$ cat src/rtl/pipeline_pkg.sv
// Shared widths and payload layouts for the fetch/decode/execute pipeline.
// Stage buffers carry these structs as opaque vectors sized with $bits().
package pipeline_pkg;

   localparam int ADDR_WIDTH        = 32;
   localparam int DATA_WIDTH        = 32;
   localparam int INSTRUCTION_WIDTH = 32;

   typedef struct packed {
      logic [ADDR_WIDTH-1:0]        pc;
      logic [INSTRUCTION_WIDTH-1:0] instr;
   } fetch_payload_t;

   typedef struct packed {
      logic [ADDR_WIDTH-1:0] pc;
      logic [6:0]            opcode;
      logic [4:0]            rd;
      logic [DATA_WIDTH-1:0] rs1_value;
      logic [DATA_WIDTH-1:0] rs2_value;
      logic [DATA_WIDTH-1:0] imm;
   } decode_payload_t;

endpackage

$ cat src/rtl/pipeline_stage_buffer.sv
// Small FIFO stage register between two pipeline stages using the stall/done handshake,
// with a hold veto on the output side and a synchronous flush for redirects.
module pipeline_stage_buffer
   import pipeline_pkg::*;
#(
   parameter int PAYLOAD_WIDTH  = $bits(fetch_payload_t),
   parameter int DEPTH          = 2,
   parameter int CUT_STALL_PATH = 0,
   localparam int COUNT_WIDTH   = $clog2(DEPTH + 1)
) (
   input  logic                     clk,
   input  logic                     rst_n,
   input  logic                     prev_done,
   output logic                     stall_prev,
   input  logic [PAYLOAD_WIDTH-1:0] payload_in,
   output logic                     done_next,
   input  logic                     next_stall,
   output logic [PAYLOAD_WIDTH-1:0] payload_out,
   input  logic                     hold,
   input  logic                     flush,
   output logic [COUNT_WIDTH-1:0]   occupancy
);

   // A single-entry buffer keeps a 1-bit pointer that never moves.
   localparam int PTR_WIDTH = (DEPTH > 1) ? $clog2(DEPTH) : 1;
   localparam logic [PTR_WIDTH-1:0] PTR_STEP = PTR_WIDTH'((DEPTH > 1) ? 1 : 0);

   logic [PAYLOAD_WIDTH-1:0] mem [DEPTH];
   logic [PTR_WIDTH-1:0]     rd_ptr;
   logic [PTR_WIDTH-1:0]     wr_ptr;
   logic [COUNT_WIDTH-1:0]   count;
   logic                     full;
   logic                     transfer_prev;
   logic                     transfer_next;

   assign full          = (count == COUNT_WIDTH'(DEPTH));
   assign done_next     = rst_n && (count != '0) && !hold && !flush;
   assign transfer_next = done_next && !next_stall;
   assign transfer_prev = prev_done && !stall_prev;
   assign payload_out   = mem[rd_ptr];
   assign occupancy     = count;

   // The cut variant trades same-cycle refill of a full buffer for a purely registered stall.
   if (CUT_STALL_PATH != 0) begin : g_cut_stall
      assign stall_prev = !rst_n || flush || full;
   end else begin : g_comb_stall
      assign stall_prev = !rst_n || flush || (full && !transfer_next);
   end

   always_ff @(posedge clk) begin
      if (transfer_prev) begin
         mem[wr_ptr] <= payload_in;
      end
   end

   always_ff @(posedge clk or negedge rst_n) begin
      if (!rst_n) begin
         rd_ptr <= '0;
         wr_ptr <= '0;
         count  <= '0;
      end else if (flush) begin
         rd_ptr <= '0;
         wr_ptr <= '0;
         count  <= '0;
      end else begin
         if (transfer_prev) begin
            wr_ptr <= wr_ptr + PTR_STEP;
         end
         if (transfer_next) begin
            rd_ptr <= rd_ptr + PTR_STEP;
         end
         if (transfer_prev && !transfer_next) begin
            count <= count + 1'b1;
         end else if (!transfer_prev && transfer_next) begin
            count <= count - 1'b1;
         end
      end
   end

endmodule

$ cat config.mk
export PLATFORM = sky130hd
export DESIGN_NAME = pipeline_stage_buffer
export DESIGN_NICKNAME = d
export VERILOG_FILES = /design/src/rtl/pipeline_pkg.sv /design/src/rtl/pipeline_stage_buffer.sv
export SDC_FILE = /design/constraint.sdc
export NUM_CORES = 1
export LEC_CHECK = 0
export CAP_MARGIN = 20
export CORE_AREA = 10 10 161 88
export CTS_CLUSTER_DIAMETER = 30
export DETAILED_ROUTE_END_ITERATION = 12
export DIE_AREA = 0 0 171 98
export GPL_ROUTABILITY_DRIVEN = 0
export PLACE_DENSITY_LB_ADDON = 0.1
export SLEW_MARGIN = 20
export SYNTH_ARGS = -nofsm -noshare
export SYNTH_HDL_FRONTEND = slang
export SYNTH_SLANG_ARGS = --single-unit
$ cat constraint.sdc
create_clock -name clk -period 4.6 [get_ports clk]
set_input_delay 0.92 -clock clk [delete_from_list [all_inputs] [get_ports clk]]
set_output_delay 0.92 -clock clk [all_outputs]
set_load 0.05 [all_outputs]
==> qor.yml <==
outcome: "completed"
firstDrtPassIters: 4
cts_tree: "done"
dr.first_iter.drc_count: 167
slew_headroom: 0.449
numCtsBuffers: 17
crit_chain: "clkdlybuf4s50_1 > nor2b_1 > o21ai_0 > nor2_1 > clkdlybuf4s50_1"
grt_max_degree: 65
cts_hold_buf: 0
crit_start: "rst_n"
syn_to_final_growth_pct: 45.5
fin_crit_sh: 0.839
track_usage: 0.129
register_area_mm2: 0.00395
ant_nets: 0
synthesis.nets: 302
worstPathRequired_ns: 3.68
fin_crit_ns: 3.86
initial_utilization: 0.426
cp-end-kind: "output pin"
io_pins: 138
reg2reg_from: "occupancy[0]"
die_h_um: 98
crit_top_cell: "clkdlybuf4s50_1"
routedWlPerCell_um: 19.5
cts.sinks: 132
antenna_cells: 0
yosysWarnings: 0
cts_resized: 0
h-tree-depth: 4
vias: 2637
synth_seq_area_share: 0.807
dp_slack_ns: 0.730
maxCapViolations: 0
worst_skew_pair.late_latency_ns: 0.40
antenna_found_initial: 0
netlist_area_mm2: 0.00489
grt_pass1_wl_mm: 16.3
holdWs_ns: 0.595
slew_violations: 0
sw_frac_of_total: 0.205
cts_setup_buffers: 0
final_nets: 454
grt_pass1_vias: 2830
avgSynthCellArea_um2: 21.1
crit_path_start_kind: "primary input"
clk_path_buf_depth: 2
p_int_mw: 2.42
skew_ns: 0.00667
clk_pin_slew_worst_paths_ns: 0.06
n_fill_cell: 827
core_area_mm2: 0.0115
synth_cell_types: 20
pwr-share-comb: 0.082
multiInputGateArea_um2: 908
slowest_stage: "clkdlybuf4s50_1"
power_mw: 3.04
drc_errors: 0
setup_viol_count_final: 0
cp_max_fo: 9
wirelength_mm: 10.6
hold_violations: 0
power.density_mw_per_mm2: 427
rows: 28
fmax_mhz: 259
overflow: 0
arrival_ns: 2.94
p_seq_frac: 0.447
dp_hpwl_mm: 7.15
worst_pin_slew_ns: 0.827
worstRegToRegCells: 4
root_buffer: "clkbuf_16"
setup_tns_ns: 0
power.leakage_nw: 2.36
port_buffers: 137
holdCritPathClass: "reg2reg"
peakVddDrop_uv: 222
via_per_inst: 4.83
rsz0062_at_grt: "no"
die_area_mm2: 0.0168
slowest_delay_ns: 0.84
finalWorstSetupSlack_ns: 0.741
critPathKind: "in2out"
synth-seq-cells: 132
hold_depth: 1
p_clk_frac: 0.470
holdCritStartpoint: "wr_ptr"
synthCells: 232
switching_power_mw: 0.622
die_w_um: 171
layout-drive-gt1-share: 0.258
[cells in the final DEF (no fill, tap or decap), types with 2 or more instances in the layout]
cell / instances
clkinv_4: 3
inv_1: 2
nor2_1: 5
edfxtp_1: 128
clkdlybuf4s50_1: 137
buf_12: 3
nor2b_1: 2
nor2_4: 2
o211ai_1: 3
nand2_1: 2
mux2_2: 65
nand2b_1: 2
clkbuf_16: 17
dfrtp_1: 3
clkinv_1: 2
clkinvlp_4: 3
o21ai_0: 2
bufinv_16: 5
[cell type report]
cell class                      instances  share of cell area
Clock inverter                         14              0.0297
Tap cell                              150              0.0264
Timing Repair Buffer                  140               0.201
Multi-Input combinational cell         91               0.128
Inverter                                2             0.00105
Sequential cell                       132               0.554
Clock buffer                           17              0.0598
[logic make-up (layout without fill, tap and decap cells)]
kind of cell / count (synthesis) / in the layout / share of synthesized area
AO/OA/AOI/OAI: 9 / 9 / 0.0125
buffers and inverters: 9 / 173 / 0.0107
flip-flops: 132 / 132 / 0.807
multiplexers: 66 / 66 / 0.152
AND/OR/NAND/NOR: 16 / 16 / 0.0184
[worst paths after layout]
check | to | slack, ns
min | wr_ptr | 0.60
min reg2reg | wr_ptr | 0.60
max | done_next | 0.74
max in group asynchronous | rd_ptr | 3.53
min in group asynchronous | occupancy[1] | 0.79
max reg2reg | mem[1][61] | 2.53
[per-layer routing]
metal  vias up  global-route usage  wire [um]
li1       1232                   -          -
met1      1295               0.169       4810
met2       102               0.176       4620
met3         8              0.0731       1120
met4         0              0.0405         76
met5         -                   0          0
[through the flow]
step,utilization,cells,cell area (um^2)
floorplan,-,232,4890
global route,0.619,546,7120
global placement,0.564,515,6480
finish,0.619,546,7120
CTS,0.619,546,7120
detailed placement,0.564,515,6480
[state kept, by name, summed over array words and instances, names as in the netlist]
register,cells
mem,128
occupancy,2
rd_ptr,1
wr_ptr,1
[Yosys cell counts]
library cell    n  area, um^2
edfxtp_1      128        3840
nor2_1          7        26.3
a21oi_1         1        5.00
o21ai_1         1        5.00
o211ai_1        3        22.5
nor4b_1         1        8.76
a2111oi_1       1        10.0
dfrtp_1         4         100
nand2b_1        2        12.5
a21oi_2         1        8.76
nand2_1         2        7.51
mux2i_1         1        10.0
or4b_4          1        13.8
o21ai_0         2        10.0
mux2_2         65         732
nand4b_1        1        8.76
buf_4           4        30.0
buf_2           3        15.0
nor2b_1         2        12.5
inv_1           2        7.51
[power by group through the flow]
| stage | clock network (mW) | logic (mW) | registers, mW |
|---|---|---|---|
| final | 1.43 | 0.251 | 1.36 |
| after CTS | 1.46 | 0.253 | 1.36 |
| after floorplan | 0 | 0.123 | 1.39 |
| after global placement | 0 | 0.249 | 1.38 |
| after global routing | 1.52 | 0.264 | 1.36 |
| after detailed placement | 0 | 0.252 | 1.38 |
[critical path: cells and delay by family]
| kind | cells | cell delay (ns) |
|---|---|---|
| AO/OA/AOI/OAI | 1 | 0.12 |
| buffers and inverters | 2 | 1.52 |
| AND/OR/NAND/NOR | 2 | 0.37 |
Note: power is estimated with default switching activity, not from simulation.
